<file path="config.mk">
export PLATFORM = sky130hd
export DESIGN_NAME = load_unit
export DESIGN_NICKNAME = d
export VERILOG_FILES = /design/src/rtl/load_unit.sv
export SDC_FILE = /design/constraint.sdc
export NUM_CORES = 1
export LEC_CHECK = 0
export ABC_CLOCK_PERIOD_IN_PS = 2200
export BUFFER_PORTS_ARGS = -buffer_cell sky130_fd_sc_hd__buf_4
export CAP_MARGIN = 10
export CORE_MARGIN = 2
export CORE_UTILIZATION = 50
export DETAILED_ROUTE_END_ITERATION = 12
export GPL_TIMING_DRIVEN = 0
export PLACE_DENSITY = 0.79
export SLEW_MARGIN = 5
export SYNTH_ARGS = -nofsm -noshare
export SYNTH_HDL_FRONTEND = slang
export SYNTH_SLANG_ARGS = --single-unit
</file>
<file path="constraint.sdc">
create_clock -name clock -period 2.2 [get_ports clock]
set_input_delay 0 -clock clock [delete_from_list [all_inputs] [get_ports clock]]
set_output_delay 0 -clock clock [all_outputs]
set_load 0.03 [all_outputs]
</file>
<file path="src/rtl/load_unit.sv">
// RV32I load unit: issues a word-aligned data memory read, waits for the response,
// then returns the byte/halfword/word extracted and extended for the register file.
module load_unit #(
  parameter int unsigned TIMEOUT_CYCLES = 255
) (
  input  logic        clock,
  input  logic        reset_n,
  input  logic        enable,
  input  logic [31:0] load_address,
  input  logic [2:0]  funct3,
  input  logic [4:0]  rd_index,
  output logic        busy,
  output logic        mem_read_request,
  output logic [31:0] mem_address,
  input  logic        mem_ready,
  input  logic        mem_read_valid,
  input  logic [31:0] mem_read_data,
  output logic        result_valid,
  output logic [31:0] result_value,
  output logic [4:0]  result_rd,
  output logic        fault,
  output logic [1:0]  fault_code
);

  typedef enum logic [2:0] {
    S_IDLE    = 3'd0,
    S_REQUEST = 3'd1,
    S_WAIT    = 3'd2,
    S_DONE    = 3'd3,
    S_FAULT   = 3'd4
  } state_t;

  localparam logic [7:0] TIMEOUT_LIMIT = 8'(TIMEOUT_CYCLES);

  state_t      state_r;
  logic [1:0]  offset_r;
  logic [2:0]  funct3_r;
  logic [4:0]  rd_r;
  logic [7:0]  timer_r;

  function automatic logic funct3_illegal(input logic [2:0] f3);
    case (f3)
      3'b000, 3'b001, 3'b010, 3'b100, 3'b101: funct3_illegal = 1'b0;
      default:                                funct3_illegal = 1'b1;
    endcase
  endfunction

  function automatic logic misaligned(input logic [2:0] f3, input logic [1:0] offset);
    case (f3)
      3'b001, 3'b101: misaligned = offset[0];
      3'b010:         misaligned = (offset != 2'b00);
      default:        misaligned = 1'b0;
    endcase
  endfunction

  // Selects the addressed lane of a little-endian word and extends it to 32 bits.
  function automatic logic [31:0] extract(input logic [31:0] word, input logic [1:0] offset,
                                          input logic [2:0] f3);
    logic [7:0]  lane_byte;
    logic [15:0] lane_half;
    case (offset)
      2'd0:    lane_byte = word[7:0];
      2'd1:    lane_byte = word[15:8];
      2'd2:    lane_byte = word[23:16];
      2'd3:    lane_byte = word[31:24];
      default: lane_byte = 8'd0;
    endcase
    lane_half = offset[1] ? word[31:16] : word[15:0];
    case (f3)
      3'b000:  extract = {{24{lane_byte[7]}}, lane_byte};
      3'b001:  extract = {{16{lane_half[15]}}, lane_half};
      3'b010:  extract = word;
      3'b100:  extract = {24'd0, lane_byte};
      3'b101:  extract = {16'd0, lane_half};
      default: extract = 32'd0;
    endcase
  endfunction

  // Load sequencer; every output is a register updated alongside the state.
  always_ff @(posedge clock) begin
    if (!reset_n) begin
      state_r          <= S_IDLE;
      offset_r         <= 2'd0;
      funct3_r         <= 3'd0;
      rd_r             <= 5'd0;
      timer_r          <= 8'd0;
      busy             <= 1'b0;
      mem_read_request <= 1'b0;
      mem_address      <= 32'd0;
      result_valid     <= 1'b0;
      result_value     <= 32'd0;
      result_rd        <= 5'd0;
      fault            <= 1'b0;
      fault_code       <= 2'b00;
    end else begin
      case (state_r)
        S_IDLE: begin
          if (enable) begin
            offset_r <= load_address[1:0];
            funct3_r <= funct3;
            rd_r     <= rd_index;
            timer_r  <= 8'd0;
            busy     <= 1'b1;
            if (funct3_illegal(funct3)) begin
              state_r    <= S_FAULT;
              fault      <= 1'b1;
              fault_code <= 2'b10;
            end else if (misaligned(funct3, load_address[1:0])) begin
              state_r    <= S_FAULT;
              fault      <= 1'b1;
              fault_code <= 2'b01;
            end else begin
              state_r          <= S_REQUEST;
              mem_read_request <= 1'b1;
              mem_address      <= {load_address[31:2], 2'b00};
            end
          end else begin
            busy <= 1'b0;
          end
        end
        S_REQUEST: begin
          // Timeout is checked first so it wins over a same-cycle handshake.
          if (timer_r + 8'd1 == TIMEOUT_LIMIT) begin
            state_r          <= S_FAULT;
            mem_read_request <= 1'b0;
            fault            <= 1'b1;
            fault_code       <= 2'b11;
          end else begin
            timer_r <= timer_r + 8'd1;
            if (mem_ready) begin
              state_r          <= S_WAIT;
              mem_read_request <= 1'b0;
            end
          end
        end
        S_WAIT: begin
          if (timer_r + 8'd1 == TIMEOUT_LIMIT) begin
            state_r    <= S_FAULT;
            fault      <= 1'b1;
            fault_code <= 2'b11;
          end else begin
            timer_r <= timer_r + 8'd1;
            if (mem_read_valid) begin
              state_r      <= S_DONE;
              result_valid <= 1'b1;
              result_value <= extract(mem_read_data, offset_r, funct3_r);
              result_rd    <= rd_r;
            end
          end
        end
        S_DONE: begin
          state_r      <= S_IDLE;
          result_valid <= 1'b0;
          busy         <= 1'b0;
        end
        S_FAULT: begin
          state_r    <= S_IDLE;
          fault      <= 1'b0;
          fault_code <= 2'b00;
          busy       <= 1'b0;
        end
        default: begin
          state_r          <= S_IDLE;
          busy             <= 1'b0;
          mem_read_request <= 1'b0;
          result_valid     <= 1'b0;
          fault            <= 1'b0;
          fault_code       <= 2'b00;
        end
      endcase
    end
  end

endmodule
</file>
==> reports/results.tsv <==
stage	metric	value	unit
die	floorplan.io_pins	152	
yosys	synthDominantAreaCellType	dfxtp_1	
setup_path	critPathMaxStageDelay	510	ps
routing	wirelength_routed	14.2	mm
timing	setup_violations	0	
power	proportion_of_power_drawn_by_the_clock_network	0.215	
power	internal_power	3030	uW
setup_path	critical_path.startpoint_type	flip-flop	
die	fp.dieArea	0.00936	sq mm
timing	fmax	486	MHz
setup_path	timing.critical_path.to	result_value[2]$_SDFFE_PN0P_	
grt	global_route_wire_length_before_repair	22.8	mm
yosys	async_set_reset_flop_share_out_of_synthesis	0	
clocking	numClockSinks	94	
routing	detail_route.first_pass.iterations	7	
place	place.port_buffers	149	
die	placementRows	33	
cells_and_area	design_area	0.00640	sq mm
grt	grt_antenna_before_repair	1	
outcome	run_status	finished, final reports clean	
place	post_dp_cell_area	0.00555	sq mm
place	hpwlAfterDp	9.43	mm
clocking	cts-root-buf	clkbuf_8	
routing	num_vias	4757	
setup_path	critical_path_arrival	2360	ps
setup_path	combined_buffer_and_inverter_count_along_the_critical_path	2	
cells_and_area	drive_above_1_share	0.270	
routing	dr.first_iter.drc_count	276	
grt	grt.overflow.total	0	
grt	pin_count_of_the_biggest_net_entering_global_routing	17	
power	comb_power_share	0.380	
setup_path	worst_path_max_delay_cell	dfxtp_1	
yosys	synth_seq_cells	94	
setup_path	crit_required	2500	ps
die	start_util	0.521	
power	switching_share	0.384	
setup_path	rrSetupSlack	140	ps
timing	fin_crit_sh	0.936	
yosys	yosysUniqueCellTypes	58	
clocking	cts_max_level	3	
yosys	post_synth_edffs	0	
grt	gr-usage-all-layers	0.294	
setup_path	timing.reg2reg.worst_path_depth	8	
setup_path	critical_path_peak_fanout	10	
power	power_switching	1890	uW
timing	final_period_minus_worst_setup_slack	2060	ps
cells_and_area	final_util	0.775	
setup_path	r2r_start	timer_r[1]$_SDFFE_PN0P_	
yosys	synthesis.instances	507	
setup_path	reg2reg_end	result_value[2]$_SDFFE_PN0P_	
setup_path	category_of_the_most_critical_setup_path	reg -> reg	
yosys	post_synth_top_flop	dfxtp_1	
cells_and_area	area_growth_syn_to_layout	48.9	%
timing	slew_headroom	0.571	
routing	ant_nets	0	
timing	worst-slew-pin-transition	643	ps
routing	avgRoutedWirePerCell	16.8	microns
setup_path	timing.critical_path.depth	8	
clocking	tritoncts	built	
worst_hold_path	worst_hold_path_type	in -> reg	
setup_path	crit_chain	ha_4 -> nand2b_1 -> a21oi_1 -> o211ai_4 -> nand4_1 -> buf_4 -> buf_2 -> o2bb2ai_1	
routing	route.detailed.vias_per_inst	5.64	
yosys	synthTopCellsByArea	dfxtp_1 44%, nand2_1 9.3%, a21oi_1 8.7%, o2bb2ai_1 6.7%, mux2i_1 4.9%	
timing	fin_worst_hold_slack	10.8	ps
die	die-width	96.7	microns
power	vdd.ir_drop.worst	0.491	mV
yosys	syn_avg_cell_area	8.48	sq um
timing	rsz0062_at_grt	no	
clocking	cts_buffer_depth	2	
clocking	number_of_buffers_created_by_cts	9	
cells_and_area	sequential_cell_area	0.00188	sq mm
clocking	clock_insertion_delay_worst_skew	370	ps
clocking	cts.reportedPaths.clkPinSlew	100	ps
yosys	post-synth-top-area-fraction	0.438	
cells_and_area	layout.filler_cells	576	
cells_and_area	layout.nets	812	
grt	vias_in_the_first_global_route	4731	
power	leakagePower	0.00260	uW
timing	slew_violations	0	
power	share_seq_of_total_power	0.405	
setup_path	origin_of_the_worst_setup_path	timer_r[1]$_SDFFE_PN0P_	
yosys	synth_seq_area_share	0.438	
timing	skew	10.9	ps
yosys	synth.cell_area	0.00430	sq mm
cells_and_area	multi_input_comb_area	0.00224	sq mm
timing	final.setup.tns	0	ps
run	max_cap_violations	0	
die	chipHeight	96.7	microns
timing	final_hold_viol_count	0	
setup_path	critical_path.top_delay_family	compound AO/OA/AOI/OAI gates	
power	power.density_cell_area	768	mW/mm^2
place	place_congestion	0.895	
yosys	ys_warn_count	0	
die	core_area	0.00826	sq mm
routing	drc	0	
setup_path	timing.critical_path.to_type	flip-flop	
## cell families after synthesis
family	count (synthesis)	synth area share
AO/OA/AOI/OAI	172	0.280
buffers and inverters	46	0.0477
adder cells (fa/ha/maj)	2	0.00582
flip-flops	94	0.438
XOR/XNOR	1	0.00378
other	1	0.000872
AND/OR/NAND/NOR	169	0.173
multiplexers	22	0.0515
## worst reg2reg max path: stages, from the launching register on
cell	delay, ps
dfxtp_1	510
ha_4	240
nand2b_1	110
a21oi_1	70
o211ai_4	370
nand4_1	140
buf_4	190
buf_2	180
o2bb2ai_1	170
## layout make-up
class / instances / area share
timing repair buffer: 215 / 0.278
inverter: 7 / 0.00410
clock inverter: 7 / 0.00762
multi-input combinational: 368 / 0.349
clock buffer: 9 / 0.0193
buffer: 38 / 0.0274
tap: 105 / 0.0205
sequential: 94 / 0.294
antenna: 1 / 0.000391
## state kept, by name, summed over array words and instances (netlist names)
register / count
result_valid: 1
state_r: 3
fault: 1
mem_address: 30
funct3_r: 3
fault_code: 2
result_rd: 5
mem_read_request: 1
busy: 1
timer_r: 8
offset_r: 2
rd_r: 5
result_value: 32
## timing repair
item,in CTS,in global routing
endpoints found under the setup margin,31,30
endpoints found under the hold margin,67,0
hold buffers,65,0
gates resized for setup,1,2
setup buffers,0,1
pin swaps,0,1
## cell usage after synthesis, drive strengths merged, types with 3 or more instances
| library cell | n |
|---|---|
| or2 | 3 |
| and2 | 9 |
| nand3 | 5 |
| buf | 20 |
| o211ai | 7 |
| nand2b | 5 |
| nor2b | 5 |
| a221oi | 8 |
| dfxtp | 94 |
| a2111oi | 3 |
| nor3 | 4 |
| nand3b | 3 |
| o2bb2ai | 33 |
| a21oi | 76 |
| a211oi | 3 |
| o221ai | 7 |
| mux2i | 21 |
| inv | 7 |
| clkbuf | 19 |
| nor2 | 22 |
| a21o | 4 |
| nand2 | 107 |
| o21ai | 13 |
## how the worst min path moves through the flow
stage                          start                            to  slack, ps  cells after the start
finish                mem_read_valid       state_r[0]$_SDFFE_PN0P_         10                      3
global route        mem_read_data[3]  result_value[3]$_SDFFE_PN0P_         10                      3
CTS                 mem_read_data[3]  result_value[3]$_SDFFE_PN0P_         10                      3
detailed placement  load_address[16]  mem_address[16]$_SDFFE_PN0P_        260                      3
global placement    load_address[31]  mem_address[31]$_SDFFE_PN0P_        250                      3
floorplan                rd_index[0]          rd_r[0]$_SDFFE_PN0P_        140                      2
## routing by layer
metal | wire length, microns | share of wire | GRT usage | up-vias
li1 | - | - | - | 2263
met2 | 6830 | 0.48 | 0.487 | 244
met4 | 495 | 0.035 | 0.133 | 0
met3 | 1120 | 0.079 | 0.0679 | 51
met5 | 0 | 0 | 0 | -
met1 | 5730 | 0.40 | 0.363 | 2199
## through the flow
stage | instances | setup slack, ps | power, uW
4_1_cts | 842 | 13.9 | 4870
6_report | 844 | 141 | 4920
3_3_place_gp | 762 | -81.4 | 3690
5_1_grt | 844 | 12.1 | 5160
2_1_floorplan | 508 | 359 | 3170
3_5_place_dp | 762 | -123 | 3750
## power by group through the flow
stage	Sequential [uW]	Clock (uW)	Combinational, uW
after floorplan	2220	0	944
after global placement	2010	0	1680
after detailed placement	2020	0	1730
after CTS	1980	1060	1820
after global routing	2010	1130	2020
final	1990	1060	1870
## placed cells by master (no fill, tap or decap), types with 4 or more instances in the layout
master / instances
a221oi_1: 8
nand3_1: 5
nor2b_1: 5
inv_1: 7
clkbuf_1: 16
o2bb2ai_1: 33
o221ai_1: 7
o21ai_0: 11
nor2_1: 22
o211ai_1: 6
dlygate4sd3_1: 65
a21o_1: 4
buf_4: 153
a21oi_1: 75
dfxtp_1: 94
nand2b_1: 5
nand2_1: 107
clkbuf_8: 9
and2_1: 7
buf_2: 15
mux2i_1: 21
No activity file was read; power rests on OpenSTA's default activity.
